--- src/rtl/scope_mem_scheduler_pkg.sv ---
// rtl/scope_mem_scheduler_pkg.sv - timing, capture-window and state constants for the scope sample RAM path
// Purpose: constants shared by the scheduler, the VGA timing generator and the plot renderer.
// Contents: H/V timing, READ_LEAD, window decode constants, FSM state codes, window decode helper.
package scope_pkg;

    localparam logic [10:0] H_VISIBLE = 11'd640;
    localparam logic [10:0] H_TOTAL   = 11'd800;
    localparam logic [9:0]  V_VISIBLE = 10'd480;
    localparam logic [9:0]  V_TOTAL   = 10'd525;

    // Reads run this many columns ahead of the pixel counters to cover the RAM pipeline.
    localparam logic [10:0] READ_LEAD = 11'd3;

    // Capture window: lines V_VISIBLE..V_LAST, minus the last READ_LEAD columns of V_LAST,
    // which belong to the line-0 prefetch.
    localparam logic [9:0]  WIN_V_FIRST = V_VISIBLE;
    localparam logic [9:0]  V_LAST      = V_TOTAL - 10'd1;
    localparam logic [10:0] WIN_H_END   = H_TOTAL - READ_LEAD;
    localparam logic [10:0] WIN_H_LAST  = WIN_H_END - 11'd1;

    localparam logic [9:0]  TRACE_LAST  = 10'(H_VISIBLE - 11'd1);

    localparam logic [1:0]  ST_IDLE    = 2'd0;
    localparam logic [1:0]  ST_ARMED   = 2'd1;
    localparam logic [1:0]  ST_CAPTURE = 2'd2;

    function automatic logic in_window(input logic [10:0] h, input logic [9:0] v);
        return (v >= WIN_V_FIRST) && !((v == V_LAST) && (h >= WIN_H_END));
    endfunction

endpackage

--- src/rtl/scope_mem_scheduler_trigger.sv ---
// rtl/scope_mem_scheduler_trigger.sv - rising-edge level trigger on the accepted ADC stream
// Purpose: holds the previous accepted sample and flags an upward crossing of the level.
// Ports: clk, reset (sync, active-high); clear_i drops the history; update_i stores sample_i;
//        sample_i/level_i compared unsigned; trig_o = have_prev && prev < level && sample >= level.
module scope_trigger #(
    parameter int DW = 8
) (
    input  logic          clk,
    input  logic          reset,
    input  logic          clear_i,
    input  logic          update_i,
    input  logic [DW-1:0] sample_i,
    input  logic [DW-1:0] level_i,
    output logic          trig_o
);

    logic [DW-1:0] prev_q;
    logic          have_prev_q;

    always_ff @(posedge clk) begin
        if (reset) begin
            prev_q      <= '0;
            have_prev_q <= 1'b0;
        end else if (clear_i) begin
            have_prev_q <= 1'b0;
        end else if (update_i) begin
            prev_q      <= sample_i;
            have_prev_q <= 1'b1;
        end
    end

    assign trig_o = have_prev_q && (prev_q < level_i) && (sample_i >= level_i);

endmodule

--- src/rtl/scope_mem_scheduler.sv ---
// rtl/scope_mem_scheduler.sv - arbitrates the single-port sample RAM between display reads and trace capture
// Purpose: look-ahead display reads outside the capture window, one triggered 640-sample trace
//          written per frame inside it.
// Ports: clk, reset (sync, active-high); hcounter/vcounter from the timing generator;
//        run, trig_level, decim control; adc_data/adc_valid/adc_ready sample stream;
//        ram_addr/ram_we/ram_wdata/ram_rdata RAM port; disp_sample/disp_valid to the renderer;
//        frame_captured, trig_miss, overrun one-cycle status pulses.
module scope_mem_scheduler
    import scope_pkg::*;
#(
    parameter int DW = 8
) (
    input  logic          clk,
    input  logic          reset,
    input  logic [10:0]   hcounter,
    input  logic [9:0]    vcounter,
    input  logic          run,
    input  logic [DW-1:0] trig_level,
    input  logic [3:0]    decim,
    input  logic [DW-1:0] adc_data,
    input  logic          adc_valid,
    output logic          adc_ready,
    output logic [9:0]    ram_addr,
    output logic          ram_we,
    output logic [DW-1:0] ram_wdata,
    input  logic [DW-1:0] ram_rdata,
    output logic [DW-1:0] disp_sample,
    output logic          disp_valid,
    output logic          frame_captured,
    output logic          trig_miss,
    output logic          overrun
);

    logic [1:0]    state_q, state_d;
    logic [9:0]    wr_ptr_q, wr_ptr_d;
    logic [3:0]    dcnt_q, dcnt_d;
    logic [3:0]    decim_q, decim_d;
    logic          cap_pend_q, cap_pend_d;
    logic [1:0]    rd_v_q;
    logic [9:0]    ram_addr_q, ram_addr_d, wr_addr_d;
    logic          ram_we_q, we_d;
    logic [DW-1:0] ram_wdata_q, wdata_d;
    logic [DW-1:0] disp_sample_q;
    logic          disp_valid_q, frame_captured_q;
    logic          trig_miss_q, trig_miss_d, overrun_q, overrun_d;
    logic          trig_clear, trig_update, trig_hit;

    // Window decode. w_last is the final window cycle: the FSM leaves on it and adc_ready is
    // already low, so nothing accepted there can produce a write outside the window.
    logic in_w, w_last, busy, leave, accept;
    assign in_w      = in_window(hcounter, vcounter);
    assign w_last    = (vcounter == V_LAST) && (hcounter == WIN_H_LAST);
    assign busy      = (state_q == ST_ARMED) || (state_q == ST_CAPTURE);
    assign leave     = busy && (!in_w || w_last);
    assign adc_ready = !reset && busy && in_w && !w_last;
    assign accept    = adc_valid && adc_ready;

    // Look-ahead read address: column READ_LEAD ahead, rolling onto the next line (and 524 -> 0).
    logic [10:0] rd_sum, rd_col;
    logic        rd_wrap, rd_en;
    logic [9:0]  rd_line;
    assign rd_sum  = hcounter + READ_LEAD;
    assign rd_wrap = rd_sum >= H_TOTAL;
    assign rd_col  = rd_wrap ? rd_sum - H_TOTAL : rd_sum;
    assign rd_line = !rd_wrap ? vcounter : ((vcounter == V_LAST) ? 10'd0 : vcounter + 10'd1);
    assign rd_en   = (rd_col < H_VISIBLE) && (rd_line < V_VISIBLE);

    scope_trigger #(.DW(DW)) u_trig (
        .clk      (clk),
        .reset    (reset),
        .clear_i  (trig_clear),
        .update_i (trig_update),
        .sample_i (adc_data),
        .level_i  (trig_level),
        .trig_o   (trig_hit)
    );

    always_comb begin
        state_d     = state_q;
        wr_ptr_d    = wr_ptr_q;
        dcnt_d      = dcnt_q;
        decim_d     = decim_q;
        cap_pend_d  = 1'b0;
        trig_miss_d = 1'b0;
        overrun_d   = 1'b0;
        trig_clear  = 1'b0;
        trig_update = 1'b0;
        we_d        = 1'b0;
        wr_addr_d   = wr_ptr_q;
        wdata_d     = ram_wdata_q;

        case (state_q)
            ST_IDLE: begin
                if (run && (vcounter == WIN_V_FIRST) && (hcounter == 11'd0)) begin
                    state_d    = ST_ARMED;
                    trig_clear = 1'b1;
                    decim_d    = decim;
                end
            end
            ST_ARMED: begin
                if (leave) begin
                    state_d     = ST_IDLE;
                    trig_miss_d = 1'b1;
                end else if (accept) begin
                    trig_update = 1'b1;
                    if (trig_hit) begin
                        we_d      = 1'b1;
                        wr_addr_d = 10'd0;
                        wdata_d   = adc_data;
                        wr_ptr_d  = 10'd1;
                        dcnt_d    = decim_q;
                        state_d   = ST_CAPTURE;
                    end
                end
            end
            ST_CAPTURE: begin
                if (leave) begin
                    state_d   = ST_IDLE;
                    overrun_d = 1'b1;
                end else if (accept) begin
                    if (dcnt_q == 4'd0) begin
                        we_d     = 1'b1;
                        wdata_d  = adc_data;
                        wr_ptr_d = wr_ptr_q + 10'd1;
                        dcnt_d   = decim_q;
                        // frame_captured lands one cycle after this write appears on ram_we.
                        if (wr_ptr_q == TRACE_LAST) begin
                            state_d    = ST_IDLE;
                            cap_pend_d = 1'b1;
                        end
                    end else begin
                        dcnt_d = dcnt_q - 4'd1;
                    end
                end
            end
            default: state_d = ST_IDLE;
        endcase

        // Writes and reads never overlap: writes only occur inside the window, reads only outside.
        ram_addr_d = we_d ? wr_addr_d : (rd_en ? rd_col[9:0] : ram_addr_q);
    end

    always_ff @(posedge clk) begin
        if (reset) begin
            state_q          <= ST_IDLE;
            wr_ptr_q         <= '0;
            dcnt_q           <= '0;
            decim_q          <= '0;
            cap_pend_q       <= 1'b0;
            rd_v_q           <= '0;
            ram_addr_q       <= '0;
            ram_we_q         <= 1'b0;
            ram_wdata_q      <= '0;
            disp_sample_q    <= '0;
            disp_valid_q     <= 1'b0;
            frame_captured_q <= 1'b0;
            trig_miss_q      <= 1'b0;
            overrun_q        <= 1'b0;
        end else begin
            state_q          <= state_d;
            wr_ptr_q         <= wr_ptr_d;
            dcnt_q           <= dcnt_d;
            decim_q          <= decim_d;
            cap_pend_q       <= cap_pend_d;
            rd_v_q           <= {rd_v_q[0], rd_en};
            ram_addr_q       <= ram_addr_d;
            ram_we_q         <= we_d;
            ram_wdata_q      <= wdata_d;
            disp_sample_q    <= ram_rdata;
            disp_valid_q     <= rd_v_q[1];
            frame_captured_q <= cap_pend_q;
            trig_miss_q      <= trig_miss_d;
            overrun_q        <= overrun_d;
        end
    end

    assign ram_addr       = ram_addr_q;
    assign ram_we         = ram_we_q;
    assign ram_wdata      = ram_wdata_q;
    assign disp_sample    = disp_sample_q;
    assign disp_valid     = disp_valid_q;
    assign frame_captured = frame_captured_q;
    assign trig_miss      = trig_miss_q;
    assign overrun        = overrun_q;

endmodule
--- config.mk ---
export PLATFORM = sky130hd
export DESIGN_NAME = scope_mem_scheduler
export DESIGN_NICKNAME = d
export VERILOG_FILES = /design/src/rtl/scope_mem_scheduler_pkg.sv /design/src/rtl/scope_mem_scheduler_trigger.sv /design/src/rtl/scope_mem_scheduler.sv
export SDC_FILE = /design/constraint.sdc
export NUM_CORES = 1
export LEC_CHECK = 0
export ABC_CLOCK_PERIOD_IN_PS = 8100
export CAP_MARGIN = 20
export CORE_UTILIZATION = 55
export DETAILED_ROUTE_END_ITERATION = 6
export PLACE_DENSITY = 0.89
export SLEW_MARGIN = 30
export SYNTH_ARGS = -nofsm -noshare
export SYNTH_HDL_FRONTEND = slang
export SYNTH_HIERARCHICAL = 1
export SYNTH_SLANG_ARGS = --single-unit
--- constraint.sdc ---
create_clock -name clk -period 8.1 [get_ports clk]
set_clock_uncertainty 0.1 [all_clocks]
set_input_delay 1.62 -clock clk [delete_from_list [all_inputs] [get_ports clk]]
set_output_delay 1.62 -clock clk [all_outputs]
set_load 0.03 [all_outputs]
==> impl_metrics.json, run 1 <==
{
  "timing.final.crit_share_pct": 80.0,
  "synth_area_leader_cell": "dfxtp_1",
  "synth_compound_area_share_pct": 19.1,
  "ys_types": 66,
  "cts_root_buf": "clkbuf_8",
  "syn_to_final_growth_pct": 26.3,
  "grt_usage_pct": 26.6,
  "worst-r2r-cell-count": 10,
  "post-cts-setup-buffers": 0,
  "h-tree-depth": 3,
  "stdcell_count": 622,
  "yosys_warnings": 6,
  "dieArea_sq_um": 7300,
  "netlist_area_sq_um": 3830,
  "r2r-end": "wr_ptr_q[6]$_SDFFE_PP0P_",
  "startpoint_type": "input port",
  "ir_drop_v": 0.0000796,
  "route.detailed.drc": 0,
  "yosysMostFrequentCell": "dfxtp_1",
  "antenna_found_initial": 0,
  "drt_iter0_drc": 213,
  "synthAdderAreaFrac_pct": 7.51,
  "syn_inst": 463,
  "wl_per_cell_um": 15.2,
  "min-delay-start": "rd_v_q[0]$_SDFF_PP0_",
  "gp_congestion": 0.887,
  "p_per_area_nw_per_um2": 145,
  "synth_edf_count": 0,
  "ys_ff_latch": 63,
  "grt_pass1_wl_um": 15600,
  "synth_flop_cell": "dfxtp_1",
  "clk_latency_ns": 0.33,
  "required_ns": 6.38,
  "fin_nets": 613,
  "synth_xor_xnor_area_share_pct": 3.89,
  "worstHoldPathType": "flip-flop to flip-flop",
  "ant_nets": 0,
  "power_uw": 701,
  "synth_commonest_cells": "63 x dfxtp_1, 50 x nand2_1, 40 x nor2_1",
  "path_class": "input port to primary output",
  "start_util_pct": 56.7,
  "avgSynthCellArea_sq_um": 8.27,
  "power.leakage_nw": 1.79,
  "die_w_um": 85.5,
  "clock_sinks": 63,
  "cts_tree": "done",
  "synth_top_area_share_pct": 32.9,
  "grt_start_max_net_pins": 51,
  "rr_startpoint": "u_trig/prev_q[1]$_SDFFE_PP0P_",
  "portBuffers": 84,
  "hpwlAfterDp_um": 7060,
  "synth_area_leaders": "dfxtp_1 33%, ha_1 7.5%, nand2_1 4.9%",
  "layout-drive-gt1-share_pct": 6.46,
  "tns_ns": 0,
  "slew_headroom_pct": 36.6,
  "rrSetupSlack_ns": 4.60,
  "synth.mux.area_fraction_pct": 4.83,
  "drv_cap": 0,
  "clk_transition_reported_paths_ns": 0.07,
  "period_needed_ns": 6.48,
  "setup_viol": 0,
  "status": "finished clean",
  "vias": 3666,
  "clockBufferDepth": 2,
  "die_y_um": 85.5,
  "worstPathMaxFanout": 12,
  "whs_endpoint": "rd_v_q[1]$_SDFF_PP0_",
  "yosys.area_share.simple_pct": 26.1,
  "worst_pin_slew_ns": 0.950,
  "ctsResizeCount": 0,
  "max_freq_ghz": 0.154,
  "slew_violations": 0,
  "place_inst": 606,
  "core-area_sq_um": 6760,
  "vias_per_cell": 5.89,
  "final_util_pct": 71.6,
  "cts_buffers": 9,
  "first_global_vias": 3447,
  "rsz0062_at_grt": "false",
  "rows": 30,
  "worstHoldPathCells": 1,
  "cp.arrival_ns": 4.76,
  "syn-num-nets": 539,
  "finalHoldViolations": 0,
  "fin_hold_ws_ns": 0.345,
  "end_kind": "primary output",
  "wl_um": 9430,
  "synth_top_family_by_area": "simple AND/OR/NAND/NOR gates",
  "overflow": 0,
  "dr.pass1.iters": 7,
  "num_antenna_cells": 0,
  "synth_sequential_area_ratio_pct": 32.9,
  "ys_async_sr_fraction_pct": 0,
  "holdBufCountCts": 0,
  "io_pins": 85
}
critical path, cell delays in order:
cell and delay, ns:
clkdlybuf4s50_1 0.71, inv_1 0.09, ha_1 0.33, or4_1 0.56, a21oi_1 0.25, o21ai_0 0.23
nor2b_1 0.25, clkdlybuf4s50_1 0.72
flip-flops by register name (all words and copies together) (netlist names):
name / cells
rd_v_q: 2
disp_sample: 8
wr_ptr_q: 10
dcnt_q: 4
state_q: 2
decim_q: 4
ram_addr: 10
frame_captured: 1
u_trig/have_prev_q: 1
cap_pend_q: 1
ram_we: 1
ram_wdata: 8
trig_miss: 1
overrun: 1
u_trig/prev_q: 8
disp_valid: 1
power breakdown:
part | total [mW] | internal (mW) | switching (mW)
Sequential | 0.322 | 0.318 | 0.00371
Clock | 0.244 | 0.127 | 0.117
Combinational | 0.135 | 0.0643 | 0.0710
area by class of cell:
class | instances | area, sq um
timing repair buffer | 84 | 836
multi-input combinational | 349 | 2350
clock inverter | 3 | 17.5
clock buffer | 13 | 159
sequential | 63 | 1260
fill | 520 | 1920
inverter | 30 | 113
tap | 80 | 100
logic make-up after synthesis:
kind of cell,count (synthesis)
adder cells (fa/ha/maj),23
multiplexers,18
XOR/XNOR,17
flip-flops,63
buffers and inverters,51
AO/OA/AOI/OAI,101
AND/OR/NAND/NOR,190
metal layers:
metal / up-vias / global-route usage (%) / wire length [um]
met2: 137 / 45.6 / 4600
met3: 28 / 5.06 / 524
met5: - / 0 / 0
met1: 1704 / 32.5 / 4070
met4: 0 / 11.4 / 246
li1: 1797 / - / -
worst max path at each step:
stage | from | endpoint | slack (ns) | depth (start not counted)
final | hcounter[0] | adc_ready | 1.62 | 8
after floorplan | hcounter[0] | adc_ready | 2.74 | 8
after global placement | hcounter[0] | adc_ready | 1.79 | 8
after global routing | hcounter[0] | adc_ready | 1.47 | 8
after CTS | hcounter[0] | adc_ready | 1.65 | 8
after detailed placement | hcounter[0] | adc_ready | 1.68 | 8
stage by stage:
step / setup slack, ns / area [sq um]
after floorplan: 2.74 / 3830
after global placement: 1.79 / 4660
after detailed placement: 1.68 / 4660
after CTS: 1.65 / 4840
after global routing: 1.47 / 4840
final: 1.62 / 4840
placed cells by master (no fill, tap or decap), types with 3 or more instances in the layout:
cell type,netlist,final
ha_1,23,23
and2_1,3,3
nor2b_1,17,17
nand4b_1,3,3
clkdlybuf4s50_1,0,83
mux2i_1,17,17
dfxtp_1,63,63
nand4_1,4,4
clkbuf_8,0,11
inv_1,30,30
xnor2_1,11,11
nand3_1,15,15
nor2_1,40,40
nand2_1,50,50
o21ai_0,21,21
a221oi_1,3,3
nor3_1,17,17
nand2b_1,3,3
nor4_1,5,5
and3_1,7,7
a211oi_1,13,13
o21a_1,5,5
nor3b_1,5,5
xor2_1,6,6
a21oi_1,28,28
(Power assumes the default switching activity.)
==> run 2: changes to the inputs <==
--- a/config.mk
+++ b/config.mk
@@ -5,11 +5,11 @@
 export SDC_FILE = /design/constraint.sdc
 export NUM_CORES = 1
 export LEC_CHECK = 0
-export ABC_CLOCK_PERIOD_IN_PS = 8100
+export ABC_CLOCK_PERIOD_IN_PS = 6000
 export CAP_MARGIN = 20
-export CORE_UTILIZATION = 55
+export CORE_UTILIZATION = 51
 export DETAILED_ROUTE_END_ITERATION = 6
-export PLACE_DENSITY = 0.89
+export PLACE_DENSITY = 0.84
 export SLEW_MARGIN = 30
 export SYNTH_ARGS = -nofsm -noshare
 export SYNTH_HDL_FRONTEND = slang
==> constraint.sdc (replaced) <==
create_clock -name clk -period 6 [get_ports clk]
set_clock_uncertainty 0.1 [all_clocks]
set_input_delay 1.2 -clock clk [delete_from_list [all_inputs] [get_ports clk]]
set_output_delay 1.2 -clock clk [all_outputs]
set_load 0.03 [all_outputs]
==> run 2 against run 1 <==
Compared with the run above: combinational power up 34%; non-clock buffer count up 3; critical path depth unchanged; first-iteration DRC count down 28%; sequential power up 35%; register-to-register slack worse by 2.1 ns; highest routed layer unchanged; sequential share of layout area down 0.42 points.
==> impl_metrics.json, run 2 (synthesized netlist as in run 1, its figures left out) <==
{
  "setup_viol": 0,
  "worst_pin_slew_ns": 0.746,
  "die_w_um": 88.7,
  "dr.pass1.iters": 4,
  "cp.arrival_ns": 4.29,
  "ir_drop_v": 0.000109,
  "period_needed_ns": 5.59,
  "hpwlAfterDp_um": 7010,
  "ctsResizeCount": 0,
  "cts_buffers": 9,
  "slew_headroom_pct": 49.8,
  "clk_latency_ns": 0.34,
  "finalHoldViolations": 0,
  "drt_iter0_drc": 154,
  "final_cell_mix": "83 x clkdlybuf4s50_1, 63 x dfxtp_1, 50 x nand2_1",
  "portBuffers": 84,
  "timing.final.crit_share_pct": 93.2,
  "rsz0062_at_grt": "false",
  "vias_per_cell": 5.51,
  "worstHoldPathType": "flip-flop to flip-flop",
  "route.detailed.drc": 0,
  "status": "finished clean",
  "grt_usage_pct": 24.4,
  "worstPathMaxFanout": 12,
  "syn_to_final_growth_pct": 28.4,
  "path_class": "input port to primary output",
  "die_y_um": 88.7,
  "num_antenna_cells": 0,
  "cts_tree": "done",
  "gp_congestion": 0.871,
  "end_kind": "primary output",
  "fin_nets": 616,
  "grt_pass1_wl_um": 14800,
  "rows": 31,
  "final_util_pct": 67.8,
  "required_ns": 4.70,
  "vias": 3551,
  "startpoint_type": "input port",
  "dieArea_sq_um": 7860,
  "fillers": 616,
  "p_per_area_nw_per_um2": 204,
  "tns_ns": 0,
  "ant_nets": 0,
  "layout-drive-gt1-share_pct": 6.97,
  "overflow": 0,
  "cts_root_buf": "clkbuf_8",
  "power.leakage_nw": 1.82,
  "wl_um": 9180,
  "start_util_pct": 52.8,
  "max_freq_ghz": 0.179,
  "h-tree-depth": 3,
  "post-cts-setup-buffers": 0,
  "wl_per_cell_um": 14.2,
  "io_pins": 85,
  "clockBufferDepth": 2,
  "first_global_vias": 3269,
  "layout_commonest_cell": "clkdlybuf4s50_1",
  "drv_cap": 0,
  "core-area_sq_um": 7250,
  "clk_transition_reported_paths_ns": 0.07,
  "holdBufCountCts": 0,
  "clock_sinks": 63,
  "grt_start_max_net_pins": 51,
  "antenna_found_initial": 0,
  "slew_violations": 0
}
-- run 2: cell count changes in the layout (fill, tap and decap cells not counted), sizes merged --
cell and change:
clkbuf +1, bufinv +1, buf +3, clkinv -2
-- run 2: layout make-up --
class                           count  area (sq um)  area share (%)
Multi-Input combinational cell    349          2350            47.8
Clock inverter                      2          37.5           0.763
Timing Repair Buffer               87           858            17.5
Sequential cell                    63          1260            25.6
Clock buffer                       14           173            3.51
Tap cell                           99           124            2.52
Inverter                           30           113            2.29
-- run 2: critical path, stage by stage --
cell and delay [ns]:
clkdlybuf4s50_1 0.69, inv_1 0.08, ha_1 0.32, or4_1 0.56, a21oi_1 0.24, o21ai_0 0.23
nor2b_1 0.25, clkdlybuf4s50_1 0.72
-- run 2: power breakdown --
part / total (mW) / internal, mW / switching [mW] / leakage (nW)
Sequential: 0.434 / 0.429 / 0.00490 / 0.511
Combinational: 0.181 / 0.0869 / 0.0943 / 1.20
Clock: 0.389 / 0.226 / 0.162 / 0.103
-- run 2: routing by layer --
metal	wire, um	GRT usage [%]
met1	4190	30.3
met2	4390	42.5
met3	420	4.20
met4	167	8.50
met5	0	0
-- run 2: final timing paths --
| path | start | endpoint | slack, ns | depth (start not counted) |
|---|---|---|---|---|
| max | hcounter[0] | adc_ready | 0.41 | 8 |
| min | cap_pend_q$_SDFF_PP0_ | frame_captured$_SDFF_PP0_ | 0.34 | 1 |
| max reg2reg | u_trig/prev_q[1]$_SDFFE_PP0P_ | wr_ptr_q[4]$_SDFFE_PP0P_ | 2.52 | 9 |
| min reg2reg | cap_pend_q$_SDFF_PP0_ | frame_captured$_SDFF_PP0_ | 0.34 | 1 |
-- run 2: metrics by stage --
step	hold WS (ns)	worst slack (ns)	total power, mW	cell area, sq um	cells
after global routing	0.358	0.192	1.04	4920	644
after detailed placement	0.329	0.462	0.624	4710	628
final	0.337	0.406	1.00	4920	644
after CTS	0.341	0.425	1.01	4920	644
after floorplan	0.314	1.48	0.549	3830	463
after global placement	0.324	0.527	0.619	4710	628
